**config.mk**
```make
export PLATFORM = sky130hd
export DESIGN_NAME = safe_mode_controller
export DESIGN_NICKNAME = d
export VERILOG_FILES = /design/src/rtl/safe_mode_controller.sv
export SDC_FILE = /design/constraint.sdc
export NUM_CORES = 1
export LEC_CHECK = 0
export CORE_MARGIN = 4
export CORE_UTILIZATION = 39
export CTS_CLUSTER_SIZE = 25
export DETAILED_ROUTE_END_ITERATION = 12
export HOLD_SLACK_MARGIN = 0.15
export PLACE_DENSITY_LB_ADDON = 0.1
export RECOVER_POWER = 100
export SETUP_SLACK_MARGIN = 0.1
export SYNTH_ARGS = -nofsm -noshare
export SYNTH_HDL_FRONTEND = slang
export SYNTH_SLANG_ARGS = --single-unit
```
**constraint.sdc**
```tcl
create_clock -name clk -period 1.7 [get_ports clk]
set_input_delay 0.17 -clock clk [delete_from_list [all_inputs] [get_ports clk]]
set_output_delay 0.17 -clock clk [all_outputs]
set_load 0.02 [all_outputs]
```
**src/rtl/safe_mode_controller.sv**
```systemverilog
// safe_mode_controller: fault-driven safe-mode sequencer.
// NORMAL -> HOLD -> SAFE -> RECOVER -> NORMAL, with a sticky LOCKOUT for
// fatal faults. Every output is registered, so a fault sampled at a clock
// edge shows up on the outputs right after that edge.
// Optional macro SAFE_FAULT_LOG_EN adds the fault counter, the last-code
// capture and escalation to LOCKOUT once MAX_FAULTS faults are accepted.
// Without the macro, fault_count and last_fault_code read as zero.
module safe_mode_controller #(
    parameter int unsigned HOLD_CYCLES    = 4,
    parameter int unsigned RECOVER_CYCLES = 8,
    parameter int unsigned MAX_FAULTS     = 3
) (
    input  logic       clk,
    input  logic       rst,
    input  logic       fault_valid,
    input  logic [3:0] fault_code,
    input  logic       fault_fatal,
    input  logic       clear_req,
    output logic       safe_mode,
    output logic       pc_write_safe,
    output logic       reg_write_safe,
    output logic       mem_write_safe,
    output logic       lockout,
    output logic [2:0] state_o,
    output logic [7:0] fault_count,
    output logic [3:0] last_fault_code
);

    typedef enum logic [2:0] {
        ST_NORMAL  = 3'd0,
        ST_HOLD    = 3'd1,
        ST_SAFE    = 3'd2,
        ST_RECOVER = 3'd3,
        ST_LOCKOUT = 3'd4
    } state_t;

    localparam logic [7:0] HOLD_LAST    = 8'(HOLD_CYCLES - 1);
    localparam logic [7:0] RECOVER_LAST = 8'(RECOVER_CYCLES - 1);

    state_t     state_q, state_d;
    logic [7:0] cnt_q, cnt_d;
    logic       fault_accept;
    logic       escalate;

    // LOCKOUT swallows faults; everywhere else a reported fault is accepted.
    assign fault_accept = fault_valid && (state_q != ST_LOCKOUT);

`ifdef SAFE_FAULT_LOG_EN
    logic [7:0] fault_count_q;
    logic [3:0] last_code_q;
    logic [7:0] count_inc;

    function automatic logic [7:0] sat_inc(input logic [7:0] v);
        return (v == 8'hFF) ? v : v + 8'd1;
    endfunction

    assign count_inc = sat_inc(fault_count_q);
    // Escalation looks at the count this fault would produce.
    assign escalate  = fault_accept && (32'(count_inc) >= MAX_FAULTS);

    // Fault log: saturating count and most recent code of accepted faults.
    always_ff @(posedge clk) begin
        if (rst) begin
            fault_count_q <= 8'd0;
            last_code_q   <= 4'd0;
        end else if (fault_accept) begin
            fault_count_q <= count_inc;
            last_code_q   <= fault_code;
        end
    end

    assign fault_count     = fault_count_q;
    assign last_fault_code = last_code_q;
`else
    logic unused_fault_code;

    assign unused_fault_code = ^fault_code;
    assign escalate          = 1'b0;
    assign fault_count       = 8'd0;
    assign last_fault_code   = 4'd0;
`endif

    // Next-state selection and dwell counter; the counter clears on every state change.
    always_comb begin
        state_d = state_q;
        cnt_d   = 8'd0;
        case (state_q)
            ST_NORMAL: begin
                if (fault_valid)
                    state_d = (fault_fatal || escalate) ? ST_LOCKOUT : ST_HOLD;
            end
            ST_HOLD: begin
                if (fault_valid && (fault_fatal || escalate))
                    state_d = ST_LOCKOUT;
                else if (cnt_q == HOLD_LAST)
                    state_d = ST_SAFE;
            end
            ST_SAFE: begin
                // A fault in the same cycle as clear_req wins; the clear is dropped.
                if (fault_valid) begin
                    if (fault_fatal || escalate)
                        state_d = ST_LOCKOUT;
                end else if (clear_req) begin
                    state_d = ST_RECOVER;
                end
            end
            ST_RECOVER: begin
                if (fault_valid)
                    state_d = (fault_fatal || escalate) ? ST_LOCKOUT : ST_HOLD;
                else if (cnt_q == RECOVER_LAST)
                    state_d = ST_NORMAL;
            end
            ST_LOCKOUT: state_d = ST_LOCKOUT;
            default:    state_d = ST_NORMAL;
        endcase

        if ((state_d == state_q) && ((state_q == ST_HOLD) || (state_q == ST_RECOVER)))
            cnt_d = cnt_q + 8'd1;
    end

    // State and counter registers.
    always_ff @(posedge clk) begin
        if (rst) begin
            state_q <= ST_NORMAL;
            cnt_q   <= 8'd0;
        end else begin
            state_q <= state_d;
            cnt_q   <= cnt_d;
        end
    end

    // Output registers decoded from the next state so they line up with state_o.
    always_ff @(posedge clk) begin
        if (rst) begin
            safe_mode      <= 1'b0;
            pc_write_safe  <= 1'b0;
            reg_write_safe <= 1'b0;
            mem_write_safe <= 1'b0;
            lockout        <= 1'b0;
        end else begin
            safe_mode      <= (state_d != ST_NORMAL);
            pc_write_safe  <= (state_d == ST_SAFE);
            reg_write_safe <= 1'b0;
            mem_write_safe <= 1'b0;
            lockout        <= (state_d == ST_LOCKOUT);
        end
    end

    assign state_o = state_q;

endmodule

```
Word-level counts from Yosys, hierarchy flattened
Cells that the tools add are included.

word-level totals
  output and inout port bits = 20
  input port bits = 9
  word-level logic and storage cells = 32
  register bits after elaboration = 14

operators by class
  bitwise gates (word level) = 1
  add/subtract/negate cells = 1
  eq/ne operators = 9
  muxes and demuxes = 10
  reduce and logical (&&, ||, !) cells = 6

operators by type and width
  kind                 count
  $mux 3               9
  $pmux 3 s5           1
  $eq 3x2->1 const B   3
  $add 8x1->8 const B  1
  $eq 8x2->1 const B   1
  $eq 8x3->1 const B   1
  $eq 3x3->1 const B   2
  $eq 3x1->1 const B   1
  $eq 3x3->1           1
  $logic_not 3->1      1
  $reduce_bool 3->1    1
  $logic_and 1x1->1    2
  $reduce_or 2->1      1
  $logic_or 1x1->1     1
  $not 1->1            1

Depth between registers and ports, before layout
  depth after elaboration = 8
  mapped depth = 5
  mapped depth without buffers = 5

Worst setup path after synthesis
OpenSTA, ideal clock, no wires.

  path kind = register to register
  start point = reg state_q[1], in the netlist state_o[1]
  end point = reg safe_mode
  clock period less this slack = 1.606 ns
  stages on the path, launching flop included = 5
  buffers on the path = 0
  library setup time = 0.140 ns
  required time = 1.560 ns
  arrival = 1.465 ns
  slack = 0.094 ns
  cells stage by stage = dfxtp_1 > nor2_1 > or4b_1 > a32oi_1 > a41oi_1

on the way
  word-level cells in the longest chain between the ends = 4
  elaborated cells on any way between the ends = 15
  those cells by class = eq/ne: 4; mux: 9; reduce/logical: 2

RTL lines
  item                              RTL line      text
  start: declaration                40            state_t state_q, state_d;
  start signal: assignment          127           state_q <= state_d;
  $mux 3, on equally long branches  --
  $mux 3, on equally long branches  108, 100, 93
  $pmux 3 s5 *                      87            case (state_q)
  $reduce_bool 3->1 *               141           safe_mode <= (state_d != ST_NORMAL);
  end signal: assignment            141
  end: declaration                  19            output logic safe_mode,

Every way passes the cells marked *; elsewhere a longest branch is shown, timed or not.
A chain may end at the register's enable or synchronous reset.

Final worst setup path
  start point = reg cnt_q[1]
  end point = reg pc_write_safe

on the way
  word-level cells in the longest chain between the ends = 5
  elaborated cells on any way between the ends = 8
  those cells by class = eq/ne: 3; mux: 5

RTL lines
  item                                             RTL line  text
  start: declaration                               41        logic [7:0] cnt_q, cnt_d;
  start signal: assignment                         128       cnt_q <= cnt_d;
  $eq 8x3->1 / $eq 8x2->1 (equally long branches)  110, 95
  $mux 3, on equally long branches                 110, 95
  $mux 3, on equally long branches                 108, 93
  $pmux 3 s5 *                                     87
  $eq 3x2->1 *                                     142       pc_write_safe <= (state_d == ST_SAFE);
  end signal: assignment                           142
  end: declaration                                 20        output logic pc_write_safe,

Marked as above.

==> impl_metrics.ini <==
[setup_path]
cpMaxStageDelayCell = or4b_4
cp.required_ps = 1910
crit_path_start_kind = flip-flop
r2r_start = cnt_q[1]
worstSetupPathDepth = 5
path_class = flip-flop to flip-flop
r2r_setup_slack_ps = 120
worstSetupStartpoint = cnt_q[1]
path_cells = ha_4 > nand4bb_1 > or4b_4 > a32o_2 > a211oi_2
crit_arrival_ps = 1790
end_kind = flip-flop
crit_family = simple AND/OR/NAND/NOR gates
cp_slowest_stage_delay_ps = 510
cp_max_fo = 4
rr_endpoint = pc_write_safe
critPathBufInv = 0
reg2regPathDepth = 5
endpoint = pc_write_safe

[job]
maxCapViolCount = 0

[hold_path]
min_path_type = flip-flop to flip-flop

[synthesis]
seq_area_frac_synth_pct = 35.2
ys_seq_elements = 14
ys_types = 34
synth_edf_count = 0
synth_top_flop_cell = dfxtp_1
synth_warnings = 0
synthArstFlopShare_pct = 0
synth_area_um2 = 797
syn_avg_cell_area_um2 = 8.86
syn_inst = 90

[cts]
cts_max_path_buffers = 2
cts_tree = yes
cts.sinks = 14
htreeDepth = 1
clock-root-buffer = clkbuf_4
clkTransAtPathRegs_ps = 80
cts_buffers = 3
hold_buffers = 0
clk_latency_ps = 280

[layout]
layout_commonest_cell = conb_1
antenna_cells = 0
multi_input_area_um2 = 484
n_fill_cell = 193
layout_common_cells = conb_1 (14), buf_4 (12), dfxtp_1 (10)
finish.net_count = 125
drive_gt1_share_pct = 27.4
area_growth_pct = 30.3
seqCellArea_um2 = 285

[detailed_routing]
vias_per_cell = 4.99
routed_wl_mm = 1.74
wire_per_inst_um = 12.4
ant_nets = 0
dr_total_vias = 699
drt-pass1-iter-count = 4
drc = 0
drt_iter0_markers = 10

[floorplanning]
rows = 16
die_area_um2 = 2830
die_h_um = 53.2
start_util_pct = 41.0
core-area_um2 = 1940
io_pins = 29
dieWidth_um = 53.2

[placement]
hpwl_mm = 1.27
io_buffers = 10
place_congestion = 0.775

[timing]
fmaxAchievable_ghz = 0.631
min_period_ps = 1580
whs_ps = 532
finalSetupViolCount = 0
rsz0062_at_grt = yes
period_share_pct = 93.2
finalHoldViolations = 0
slew_viol_final = 0
skew_ps = 6.22
tns_ps = 0

[global_routing]
antenna_found_initial = 0
grt_max_degree = 10
grt_pass1_vias = 623
grt-ovfl-total = 0
grt_pass1_wl_mm = 2.66
track_usage_pct = 13.1

[power]
p_leak_nw = 0.417
powerDensity_nw_per_um2 = 611
vdd.ir_drop.worst_v = 0.000542

[status]
status = finished, final reports clean
## Yosys cell counts, drive strengths merged (3+ instances only)
cell type   n  area, um2
buf        14        105
dfxtp      14        280
nor3        7       46.3
nor2        6       22.5
nand3       5       25.0
xor2        4       35.0
a211oi      3       32.5
a21oi       3       15.0
inv         3       11.3
nand2       3       11.3
## per-layer routing
layer	routed length (um)	share of wire (%)	global-route usage, %
met5	0	0	0
met4	51	2.9	10.2
met3	83	4.8	2.54
met2	794	46	19.0
met1	805	46	16.8
## state kept, by name, indices dropped and copies added, names as in the netlist
signal	count
state_o	3
pc_write_safe	1
lockout	1
safe_mode	1
cnt_q	8
## worst register-to-register path, delay by kind of cell, from the launching register on
kind,cells,cell delay [ps]
AO/OA/AOI/OAI,2,400
flip-flops,1,350
adder cells (fa/ha/maj),1,150
AND/OR/NAND/NOR,2,610
## layout make-up
| cell class | count | share of cell area (%) |
|---|---|---|
| Inverter | 3 | 1.08 |
| Timing Repair Buffer | 23 | 19.4 |
| Sequential cell | 14 | 27.5 |
| Clock buffer | 3 | 2.17 |
| Multi-Input combinational cell | 70 | 46.6 |
| Tap cell | 27 | 3.25 |
## metrics by stage
step / total power [mW] / utilization [%] / setup slack (ps) / cells / area (um2)
floorplan: 0.437 / - / 112 / 103 / 847
global placement: 0.450 / 48.5 / -102 / 134 / 942
detailed placement: 0.450 / 48.5 / -105 / 134 / 942
CTS: 0.638 / 51.5 / 88.5 / 138 / 1000
global route: 0.670 / 53.5 / 57.3 / 140 / 1040
finish: 0.634 / 53.5 / 115 / 140 / 1040
## report_power, final
group	switching, mW	leakage (nW)	internal, mW
logic	0.0651	0.288	0.0376
registers	0.00772	0.115	0.337
clock network	0.105	0.0138	0.0823
## how the worst min path moves through the flow
| stage | from | endpoint | cells after the start |
|---|---|---|---|
| 4_1_cts | cnt_q[0] | cnt_q[0] | 2 |
| 6_report | cnt_q[0] | cnt_q[0] | 2 |
| 3_3_place_gp | cnt_q[0] | cnt_q[0] | 2 |
| 5_1_grt | cnt_q[0] | cnt_q[0] | 2 |
| 2_1_floorplan | rst | state_o[1] | 1 |
| 3_5_place_dp | cnt_q[0] | cnt_q[0] | 2 |
## kinds of logic (layout without fill, tap and decap cells)
| group | after synthesis | after routing | share of synthesized area [%] |
|---|---|---|---|
| simple gates | 36 | 36 | 27.5 |
| buf+inv | 19 | 29 | 15.7 |
| compound gates | 14 | 14 | 14.1 |
| flops | 14 | 14 | 35.2 |
| xor+xnor | 5 | 5 | 5.49 |
| fa+ha+maj | 1 | 1 | 1.57 |
| other cells | 1 | 14 | 0.471 |
## repair_timing
item	CTS	global route
buffers inserted	1	2
pin swaps	2	3
gates resized for setup	7	5
setup endpoints to repair	12	11
(Power assumes the default switching activity.)
==> variant 1, RTL diff (same flow settings) <==
The parameter `RECOVER_CYCLES` goes from 8 to 4.
--- a/src/rtl/safe_mode_controller.sv
+++ b/src/rtl/safe_mode_controller.sv
@@ -9,3 +9,3 @@
     parameter int unsigned HOLD_CYCLES    = 4,
-    parameter int unsigned RECOVER_CYCLES = 8,
+    parameter int unsigned RECOVER_CYCLES = 4,
     parameter int unsigned MAX_FAULTS     = 3
Check against the original RTL: same outputs for any inputs over 10 cycles, from zero or initial values and one cycle with rst high; that may be too few to reach the edited logic, so the function may still have changed.
==> variant 1 against the unedited design <==
  * The run now ends with setup timing left
  * Worst hold slack lost 0.010 ns
  * Die area shrank 8.3%
  * Global-route usage shrank 2.1 points
  * Area after synthesis shrank 9.7%
  * Sequential cell count is the same
  * Design area shrank 1.7%
  * Via count shrank 19%
  * Largest cell class unchanged
  * Critical path depth is the same
  * Power grew 10%
  * Worst setup slack lost 0.14 ns
  * Wire length shrank 25%
  * Non-clock buffer count grew 4
==> variant 1: results (changes against the unedited design) <==
| Metric | Value |
|---|---|
| PnR worst setup slack | `-0.0295 ns (-0.145 ns)` |
| Largest reg by FF count | `cnt_q` |
| Failing checks | `setup timing` |
| Layout fillers | `161 (-17%)` |
| Main synth FF type | `dfxtp_1` |
| Yosys cell types | `29 (-15%)` |
| Peak VDD IR | `0.435 mV (-20%)` |
| Relative slew slack | `65.3%` |
| Ys async rst share | `0% (unchanged)` |
| Post-DR vias/cell | `4.27 (-14%)` |
| Finish-stage setup viols | `1 (+1)` |
| Leakage power | `0.427 nW (+2.5%)` |
| # diodes | `0 (unchanged)` |
| Grt total ovfl | `0 (unchanged)` |
| Synth top area cells | `dfxtp_1 (39%), buf_4 (15%), nor2_1 (6.3%)` |
| Reg clk slew, reported paths | `0.09 ns` |
| Antenna violations before repair | `0 (unchanged)` |
| Worst path top cell family by delay | `simple AND/OR/NAND/NOR gates` |
| Status | `finished, violations left` |
| Worst Skew | `0.0112 ns (+0.00493 ns)` |
| CTS Buffer Depth | `2 (unchanged)` |
| Hpwl dp | `1030 µm (-19%)` |
| Worst-Skew Late Latency | `0.28 ns (about the same)` |
| Placer Congestion | `0.757 (-2.2%)` |
| Synth top cells by count | `buf_4 (14), dfxtp_1 (14), nor2_1 (12), nand3_1 (5), xor2_1 (4)` |
| Crit path arrival time | `1.88 ns (+0.09 ns)` |
| Seq/Total Area, Yosys | `39.0% (+3.8 points)` |
| Max FO, Critical Path | `3 (-1)` |
| Total track usage | `11.0% (-2.1 points)` |
| Iter 0 DRT Violations | `6 (-4)` |
| CTS root buffer | `clkbuf_4` |
| First-pass DRT Iterations | `4 (unchanged)` |
| Share of cells above drive strength 1 | `31.5% (+4.0 points)` |
| Placement-stage cell area | `923 µm² (-2.0%)` |
| Port Buf Inserts | `10 (unchanged)` |
| CP peak stage delay | `0.46 ns (-0.05 ns)` |
| Final WL | `1310 µm (-25%)` |
| Global-route wire length before repair | `2160 µm (-19%)` |
| Crit-path slowest cell | `or4b_4` |
| Vias in the first global route | `504 (-19%)` |
| Average size of a mapped cell | `9.22 µm² (+4.2%)` |
| H-tree level count | `1 (unchanged)` |
| Max reg flops | `8 (unchanged)` |
| HP Class | `flip-flop to flip-flop` |
| Synthesis Warnings | `0 (unchanged)` |
| Nets | `119 (-4.8%)` |
| Total CTS buffers | `3 (unchanged)` |
| Largest net degree at the start of global routing | `9 (-1)` |
| Fin cells | `133 (-5.0%)` |
## variant 1: changes by cell type after synthesis, sizes merged, moves of 2 or more
cell,change
nor2,+6
nand2,-2
a41oi,-2
a211oi,-2
inv,-2
a21oi,-3
and2,+2
nand2b,-2
nor3,-6
clkbuf,-2
## variant 1: power breakdown
part	leakage [nW]	total, W	switching, W	internal, W
logic	0.291	0.000120	0.0000708	0.0000490
clock network	0.0210	0.000238	0.000108	0.000130
registers	0.115	0.000340	0.00000315	0.000337
## variant 1: tightest hold or removal path, cell delays in order, from the launching register on
cell and delay [ns]:
dfxtp_2 0.35, buf_4 0.11, nor2_1 0.04
## variant 1: routing by layer
metal	wire length (µm)	global-route usage (%)
met5	0	0
met4	0	5.38
met3	119	3.21
met2	577	16.1
met1	609	14.6
## variant 1: worst paths after layout
path,start,to,slack (ns),cells after the start
setup / recovery,cnt_q[0]$_SDFF_PP0_,safe_mode$_SDFF_PP0_,-0.03,5
hold / removal,cnt_q[0]$_SDFF_PP0_,cnt_q[0]$_SDFF_PP0_,0.52,2
setup reg to reg,cnt_q[0]$_SDFF_PP0_,safe_mode$_SDFF_PP0_,-0.03,5
hold reg to reg,cnt_q[0]$_SDFF_PP0_,cnt_q[0]$_SDFF_PP0_,0.52,2
## variant 1: through the flow
stage                     TNS, ns  hold WS (ns)  util [%]  worst slack [ns]
after global routing       -0.406         0.543      58.5            -0.119
after floorplan                 0         0.235         -           0.00415
after global placement     -0.174         0.490      52.9           -0.0841
final                     -0.0295         0.521      58.5           -0.0295
after detailed placement   -0.176         0.501      52.9           -0.0888
after CTS                 -0.0690         0.523      56.3           -0.0574
## variant 1: layout make-up
type                            count  share of cell area (%)
Clock buffer                        4                    3.55
Inverter                            1                   0.368
Multi-Input combinational cell     62                    41.8
Sequential cell                    14                    27.8
Tap cell                           25                    3.06
Timing Repair Buffer               27                    23.4
## variant 1: kinds of logic after synthesis
kind of cell    Yosys count  share of synthesized area, %
compound gates            6                          6.09
xor+xnor                  6                          7.30
fa+ha+maj                 1                          1.74
buf+inv                  15                          15.1
flops                    14                          39.0
mux                       1                          1.39
other cells               1                         0.521
simple gates             34                          28.9
## variant 1: what timing repair did
| action | CTS | global route |
|---|---|---|
| endpoints found under the setup margin | 4 | 12 |
| gates resized for setup | 4 | 6 |
| pin swaps | 6 | 2 |
| setup buffers | 1 | 1 |
==> variant 2, RTL diff (same settings) <==
Without the edit above. Put one more register stage on the output `lockout`, with the module's reset. The value now appears one clock later. The other outputs are not delayed to match.
--- a/src/rtl/safe_mode_controller.sv
+++ b/src/rtl/safe_mode_controller.sv
@@ -38,2 +38,4 @@
     localparam logic [7:0] RECOVER_LAST = 8'(RECOVER_CYCLES - 1);
+
+    logic lockout_s0;
 
@@ -138,3 +140,3 @@
             mem_write_safe <= 1'b0;
-            lockout        <= 1'b0;
+            lockout_s0     <= 1'b0;
         end else begin
@@ -144,3 +146,3 @@
             mem_write_safe <= 1'b0;
-            lockout        <= (state_d == ST_LOCKOUT);
+            lockout_s0     <= (state_d == ST_LOCKOUT);
         end
@@ -150,2 +152,10 @@
 
+    always_ff @(posedge clk) begin
+        if (rst) begin
+            lockout <= '0;
+        end else begin
+            lockout <= lockout_s0;
+        end
+    end
+
 endmodule
Check against the original RTL: not equivalent (Yosys sat finds a counterexample within 4 cycles, from zero or initial values and one cycle with rst high).
==> variant 2 against the unedited design <==
  * The flow now finishes with violations (setup timing)
  * Die area shrank 1.2%
  * Sequential cell count grew 1
  * Critical path depth is the same
  * Core utilization grew 3.7 points
  * Worst setup slack lost 0.12 ns
  * Via count shrank 7.7%
  * Power grew 3.3%
  * Area after synthesis shrank 1.4%
  * Design area grew 0.24%
  * Sequential share of layout area grew 1.7 points
  * Wire length shrank 13%
  * Critical path type unchanged
==> variant 2: results (changes against the unedited design) <==
| Metric | Value |
|---|---|
| Largest net degree at the start of global routing | `10 (unchanged)` |
| Iter 0 DRT Violations | `6 (-4)` |
| Largest reg by FF count | `cnt_q` |
| Post-DR vias/cell | `4.51 (-9.7%)` |
| CTS root buffer | `clkbuf_4` |
| Seq/Total Area, Yosys | `38.2% (+3.1 points)` |
| Reg clk slew, reported paths | `0.08 ns (about the same)` |
| Ys async rst share | `0% (unchanged)` |
| Status | `finished, violations left` |
| Worst slack, placed | `-0.0499 ns (+0.0550 ns)` |
| Antenna violations before repair | `0 (unchanged)` |
| Share of cells above drive strength 1 | `28.0% (+0.53 points)` |
| Vias in the first global route | `623 (unchanged)` |
| Synth top cells by count | `nor2_1 (16), dfxtp_1 (15), buf_4 (14), nand3_1 (6)` |
| Main synth FF type | `dfxtp_1` |
| CTS Buffer Depth | `2 (unchanged)` |
| Hpwl dp | `1130 µm (-11%)` |
| DR WL/cell | `10.5 µm (-15%)` |
| Placer Congestion | `0.742 (-4.1%)` |
| Port Buf Inserts | `10 (unchanged)` |
| Peak VDD IR | `0.539 mV (-0.46%)` |
| Fin Setup TNS | `-0.00547 ns (-0.00547 ns)` |
| Max reg flops | `8 (unchanged)` |
| Crit path arrival time | `1.92 ns (+0.13 ns)` |
| First-pass DRT Iterations | `3 (-1)` |
| H-tree level count | `1 (unchanged)` |
| Failing checks | `setup timing` |
| Post-CTS setup buffers | `0 (-1)` |
| Global-route wire length before repair | `2510 µm (-5.5%)` |
| Yosys cell types | `29 (-15%)` |
| Worst Skew | `0.00207 ns (-0.00416 ns)` |
| Nets | `129 (+3.2%)` |
| HP Class | `flip-flop to flip-flop` |
| Finish-stage setup viols | `1 (+1)` |
| Total CTS buffers | `3 (unchanged)` |
| Max FO, Critical Path | `3 (-1)` |
| Worst-Skew Late Latency | `0.27 ns` |
| # diodes | `0 (unchanged)` |
| Total track usage | `12.1% (-1.0 points)` |
| Leakage power | `0.440 nW (+5.5%)` |
| Synth top area cells | `dfxtp_1 (38%), buf_4 (13%), nor2_1 (7.6%)` |
| PnR worst setup slack | `-0.00547 ns (-0.121 ns)` |
| Synthesis Warnings | `0 (unchanged)` |
==> variant 2: kinds of logic (layout without fill, tap and decap cells) <==
| kind of cell | Yosys count | count (layout) | share of synthesized area, % |
|---|---|---|---|
| DFF | 15 | 15 | 38.2 |
| xor gates and xnor gates | 5 | 5 | 5.57 |
| AOI/OAI and AO/OA | 12 | 12 | 11.5 |
| adders and majority gates | 1 | 1 | 1.59 |
| buffers and inverters | 18 | 31 | 15.3 |
| other | 1 | 14 | 0.477 |
| and+or+nand+nor | 40 | 40 | 27.4 |
==> variant 2: timing repair <==
| item | 4_1_cts | 5_1_grt |
|---|---|---|
| endpoints found under the setup margin | 13 | 12 |
| pin swaps | 1 | 1 |
| gates resized for setup | 6 | 8 |
| hold endpoints to repair | 0 | 0 |
==> variant 2: cell type report <==
cell class / instances / area (µm²)
Inverter: 4 / 15.0
Fill cell: 179 / 779
Sequential cell: 15 / 304
Clock inverter: 1 / 5.00
Clock buffer: 3 / 22.5
Timing Repair Buffer: 23 / 198
Multi-Input combinational cell: 72 / 465
Tap cell: 25 / 31.3
==> variant 2: report_power, final <==
part,internal (W),switching [W]
clock network,0.0000871,0.000106
logic,0.0000319,0.0000622
registers,0.000360,0.00000710
==> variant 2: per-layer routing <==
metal | GRT usage, % | vias up | part of all wire [%]
met4 | 5.11 | 0 | 0.53
li1 | - | 337 | -
met2 | 21.1 | 18 | 46
met5 | 0 | - | 0
met3 | 2.54 | 2 | 6.0
met1 | 14.2 | 288 | 47
==> variant 2: worst max-delay path: stages (launching register included) <==
cell and delay, ns:
dfxtp_2 0.33, or4_1 0.51, or4_4 0.44, o21ai_4 0.08, a31oi_4 0.12, nor3b_2 0.16
==> variant 2: path summary, 6_finish.rpt <==
check,cells after the start,from,end
min,1,lockout_s0$_SDFF_PP0_,lockout$_SDFF_PP0_
min reg2reg,1,lockout_s0$_SDFF_PP0_,lockout$_SDFF_PP0_
max reg2reg,5,cnt_q[4]$_SDFF_PP0_,pc_write_safe$_SDFF_PP0_
max,5,cnt_q[4]$_SDFF_PP0_,pc_write_safe$_SDFF_PP0_
==> variant 2: stage by stage <==
stage               hold WS [ns]  total power [W]  cells  area, µm²
floorplan                  0.235         0.000457    105        836
global placement           0.424         0.000469    139        960
detailed placement         0.428         0.000469    139        960
CTS                        0.452         0.000672    143       1020
global route               0.473         0.000696    143       1040
finish                     0.447         0.000655    143       1040
